File: src/rtl/bus_arbiter_mux.sv
// ============================================================================
// Module      : bus_arbiter_mux
// Description : N-channel arbiter feeding a single registered output word.
//               Round-robin or fixed-priority arbitration, valid/ready
//               handshakes on both sides, one-word output register that can
//               drain and reload on the same edge for full throughput.
// Revision    : 1.0 - initial release
// ============================================================================
`default_nettype none

module bus_arbiter_mux #(
  parameter int WIDTH    = 16,
  parameter int CHANNELS = 4,
  parameter int SELW     = $clog2(CHANNELS)
) (
  input  logic                      Clk,
  input  logic                      Reset_n,
  input  logic [CHANNELS*WIDTH-1:0] In_data,
  input  logic [CHANNELS-1:0]       In_valid,
  output logic [CHANNELS-1:0]       In_ready,
  input  logic                      Mode,
  output logic [WIDTH-1:0]          Out_data,
  output logic [SELW-1:0]           Out_chan,
  output logic                      Out_valid,
  input  logic                      Out_ready
);

  localparam logic [SELW:0]   CH_EXT  = (SELW+1)'(CHANNELS);
  localparam logic [SELW-1:0] CH_LAST = SELW'(CHANNELS - 1);

  logic [SELW-1:0]  rr_ptr;
  logic             load;
  logic [SELW-1:0]  search_start;
  logic [SELW:0]    cand_sum;
  logic [SELW-1:0]  cand;
  logic             found;
  logic [SELW-1:0]  winner;
  logic [WIDTH-1:0] win_data;
  logic [SELW-1:0]  ptr_next;

  // The output register can take a new word when empty or being drained now.
  assign load = ~Out_valid | Out_ready;

  // Fixed priority is simply a round-robin search that always starts at 0.
  assign search_start = Mode ? '0 : rr_ptr;

  // Search upward from the start index with wrap-around; first request wins.
  always_comb begin
    found    = 1'b0;
    winner   = '0;
    cand_sum = '0;
    cand     = '0;
    for (int k = 0; k < CHANNELS; k++) begin
      cand_sum = {1'b0, search_start} + (SELW+1)'(k);
      if (cand_sum >= CH_EXT) begin
        cand_sum = cand_sum - CH_EXT;
      end
      cand = cand_sum[SELW-1:0];
      if (!found && In_valid[cand]) begin
        found  = 1'b1;
        winner = cand;
      end
    end
  end

  // Select the winning channel's data word.
  always_comb begin
    win_data = '0;
    for (int i = 0; i < CHANNELS; i++) begin
      if (winner == SELW'(i)) begin
        win_data = In_data[i*WIDTH +: WIDTH];
      end
    end
  end

  // Explicit wrap keeps the pointer legal for non-power-of-two channel counts.
  assign ptr_next = (winner == CH_LAST) ? '0 : winner + 1'b1;

  // Grant only the winner, only when the output register can accept, and
  // never while reset is asserted.
  always_comb begin
    In_ready = '0;
    for (int i = 0; i < CHANNELS; i++) begin
      In_ready[i] = Reset_n & load & found & (winner == SELW'(i));
    end
  end

  // Output register and round-robin pointer; holds under backpressure.
  always_ff @(posedge Clk or negedge Reset_n) begin
    if (!Reset_n) begin
      Out_valid <= 1'b0;
      Out_data  <= '0;
      Out_chan  <= '0;
      rr_ptr    <= '0;
    end else if (load) begin
      if (found) begin
        Out_valid <= 1'b1;
        Out_data  <= win_data;
        Out_chan  <= winner;
        rr_ptr    <= ptr_next;
      end else begin
        Out_valid <= 1'b0;
      end
    end
  end

endmodule

`default_nettype wire
File: config.mk
export PLATFORM = sky130hd
export DESIGN_NAME = bus_arbiter_mux
export DESIGN_NICKNAME = d
export VERILOG_FILES = /design/src/rtl/bus_arbiter_mux.sv
export SDC_FILE = /design/constraint.sdc
export NUM_CORES = 1
export LEC_CHECK = 0
export BUFFER_PORTS_ARGS = -buffer_cell sky130_fd_sc_hd__buf_2
export CAP_MARGIN = 20
export CORE_UTILIZATION = 37
export CTS_BUF_LIST = sky130_fd_sc_hd__clkbuf_16
export DETAILED_ROUTE_END_ITERATION = 8
export HOLD_SLACK_MARGIN = 0.05
export PLACE_DENSITY = 0.75
export SYNTH_ARGS = -nofsm -noshare
export SYNTH_HDL_FRONTEND = slang
export SYNTH_SLANG_ARGS = --single-unit
File: constraint.sdc
create_clock -name Clk -period 3.3 [get_ports Clk]
set_input_delay 0.33 -clock Clk [delete_from_list [all_inputs] [get_ports Clk]]
set_output_delay 0.33 -clock Clk [all_outputs]
set_load 0.01 [all_outputs]
==> summary.md <==
| Metric | Value |
|---|---|
| Sw frac | 39.7% |
| Worst slew pin tran | 0.537 ns |
| Internal power | 1350 uW |
| # diodes | 0 |
| Total Routing Usage GR | 19.8% |
| Crit path DAT | 2.85 ns |
| Vias in the first global route | 1806 |
| Failing checks | design-rule violations |
| Main combinational cell family by area after synthesis | compound AO/OA/AOI/OAI gates |
| Synth unique cells | 46 |
| Worst path max stage delay | 0.55 ns |
| HP Class | input pin to async pin |
| Status | finished with violations |
| Die Y | 71.2 um |
| Residual DRC count | 3 |
| Crit Path Category | flip-flop to primary output |
| Flop-to-flop setup slack | 0.23 ns |
| Max VDD drop | 0.463 mV |
| Fmax | 0.315 GHz |
| Mean Syn Cell Area | 9.73 sq um |
| Fin Clk Skew | 0.00180 ns |
| Layout cell share with drive strength beyond 1 | 50.0% |
| P_leak | 0.00121 uW |
| Vias per Instance | 5.52 |
| CP Cell Sequence | or4b_4 > o311ai_4 > a221oi_1 > or3_1 > a21o_1 > buf_4 > ha_1 > buf_12 > and3_1 > buf_2 |
| Max_cap viols | 0 |
| Slew Limit Fails | 0 |
| Clk sinks | 21 |
| # H-tree levels | 1 |
| Area growth from synthesis to layout | 38.4% |
| CTS tree | yes |
| Die width | 71.2 um |
| Post-CTS setup buffer count | 0 |
| Fraction of post-synthesis cell area in the top cell type by area | 29.7% |
| Wirelength, routed | 5110 um |
| Synthesized area | 1770 sq um |
| Number of flops mapped to enable cells by yosys | 0 |
| Total grt overflow | 0 |
| # port buffers | 94 |
| Area taken by multi-input logic gates | 1160 sq um |
| Final Wtd Congestion | 0.874 |
| CTS max path bufs | 2 |
| Switching pwr | 891 uW |
| Seq/Total Area, Yosys | 29.7% |
| Violation count after the first detailed-route iteration | 115 |
| Tcrit/Tclk final | 96.2% |
| Met3 usage | 3.70% |
| Post-CTS Hold Fix Bufs | 0 |
| Final Critical Period | 3.18 ns |
| Clock Root Buffer | clkbuf_16 |
| #FFs+latches synth | 21 |
| Ys async rst share | 100% |
| Gate Count Post-Synth | 182 |
| Initial antenna violation count | 0 |
| CP delay by family, top | simple AND/OR/NAND/NOR gates |
| CP max FO | 33 |
| Core area | 4470 sq um |
| Element type at the critical path end | primary output |
| Top cells by area, synth | dfrtp_1 30%, mux2_4 12%, a221oi_1 7.9% |
| Die area | 5070 sq um |
| Clock Pin Slew Worst Setup and Hold Paths | 0.06 ns |
| Detail Placement HPWL | 3720 um |
| GR Util met1 | 25.0% |
| RSZ-0062 raised after global routing | false |
| Initial Util | 39.6% |
| Power density cells | 914 nW/um^2 |
| Setup_tns | 0 ns |
| Worst Path Buf+Inv | 3 |
| DR WL/cell | 15.4 um |
| Setup violations, final | 0 |
| Post-synthesis compound-gate area fraction | 25.7% |
| Sequential Power Share | 20.8% |
| Core Rows | 24 |
| Fill cells | 408 |
| Via total after detailed routing | 1831 |
| # IOs | 95 |
| Adder-Cell Fraction of Synth Area | 2.82% |
| Sequential standard cell area | 527 sq um |
| Post-synthesis simple-gate area fraction | 20.9% |
| Comb power frac | 67.9% |
| Post-Synth XOR/XNOR Area | 0% |
| Largest net degree at the start of global routing | 34 |
| Clock Latency Late Sink | 0.25 ns |
| Final Hold Fails | 0 |
| Resized cells post-CTS | 1 |
| Slew HR | 64.2% |
| Top FF cell, synth | dfrtp_1 |
| Num CTS Buffers | 3 |
| Post-Syn Nets | 258 |
| First-pass GRT wire length | 8090 um |
| Power, Total | 2240 uW |
| Routed Antenna Nets | 0 |
| Drt first pass iters | 6 |
| GR Util met2 | 34.8% |
| Yosys top cell by area | dfrtp_1 |
| Mux share of post-synthesis cell area | 15.5% |
| Clock share of power | 11.3% |
| Yosys warnings | 0 |
| GRT busiest layer | met2 |
| CP Launch Type | flip-flop |
| Critical path's slowest cell | or4b_4 |
| Net count, final | 357 |
| Worst EP required | 2.97 ns |
## cell families after synthesis
kind of cell,count (synthesis)
adder cells (fa/ha/maj),4
buffers and inverters,18
flip-flops,21
AND/OR/NAND/NOR,62
AO/OA/AOI/OAI,57
multiplexers,20
## cells in the final DEF (no fill, tap or decap), types with 8 or more instances in the layout
cell / netlist / routed
nand2_1: 21 / 21
nor2b_1: 19 / 18
o31ai_1: 15 / 15
a221oi_1: 16 / 16
o21ai_0: 8 / 8
mux2_4: 14 / 14
dfrtp_1: 21 / 20
buf_4: 0 / 13
buf_2: 3 / 94
## Yosys cell counts, types with 2 or more instances
master and number:
inv_1 3, nand2b_1 2, dfrtp_1 21, nor2b_1 19, mux2_4 14, a221oi_1 16
mux2i_1 2, o31ai_1 15, a21oi_1 5, mux2_2 4, nand2_1 21, buf_2 3
ha_1 4, o21ai_0 8, and3_1 4, or3_1 3, clkbuf_1 9
## per-stage QoR
| step | hold WS, ns | area (sq um) | instances | setup slack, ns | utilization (%) |
|---|---|---|---|---|---|
| CTS | 0.0732 | 2440 | 332 | 0.115 | 54.6 |
| global placement | 0.332 | 2360 | 328 | -0.0929 | 52.8 |
| detailed placement | 0.346 | 2360 | 328 | -0.241 | 52.8 |
| floorplan | 0.0344 | 1770 | 182 | 0.127 | - |
| global route | 0.105 | 2450 | 332 | 0.0275 | 54.8 |
| finish | 0.0600 | 2450 | 332 | 0.124 | 54.8 |
## area by class of cell
class / instances / share of cell area [%]
Multi-Input combinational cell: 143 / 47.4
Timing Repair Buffer: 109 / 24.8
Sequential cell: 21 / 21.5
Clock buffer: 3 / 3.06
Tap cell: 52 / 2.65
Inverter: 3 / 0.459
Clock inverter: 1 / 0.153
## registers in the layout, summed over array words and instances, names as in the netlist
signal	cells
Out_data	16
rr_ptr	2
Out_valid	1
Out_chan	2
## routing by layer
metal  routed length [um]  share of wire [%]
met1                 2250                 44
met2                 2560                 50
met3                  208                4.1
met4                   82                1.6
met5                    0                  0
## final timing paths
kind | end | depth (start not counted) | start
worst max register to register | Out_data[14] | 12 | rr_ptr[1]
worst min-delay path | Out_data[5] | 1 | Reset_n
min in group Clk | Out_data[9] | 4 | In_data[57]
worst max-delay path | In_ready[2] | 10 | rr_ptr[1]
worst min register to register | Out_data[3] | 1 | Out_data[3]
max in group asynchronous | rr_ptr[0] | 1 | Reset_n
## worst register-to-register path, stage by stage (launching register included)
cell and delay [ns]:
dfrtp_1 0.42, or4b_4 0.55, o311ai_4 0.10, a221oi_1 0.12
or3_1 0.39, a21oi_2 0.18, ha_1 0.23, buf_4 0.26
nand3b_1 0.14, a21oi_1 0.08, a21oi_1 0.13, o21ai_0 0.10
mux2_4 0.26
## power by group through the flow
| stage | Clock [uW] | Combinational (uW) | Sequential [uW] |
|---|---|---|---|
| 6_report | 252 | 1520 | 466 |
| 3_3_place_gp | 0 | 1440 | 466 |
| 3_5_place_dp | 0 | 1490 | 462 |
| 4_1_cts | 260 | 1500 | 463 |
| 2_1_floorplan | 0 | 986 | 496 |
| 5_1_grt | 271 | 1650 | 479 |
No activity file was read; power rests on OpenSTA's default activity.
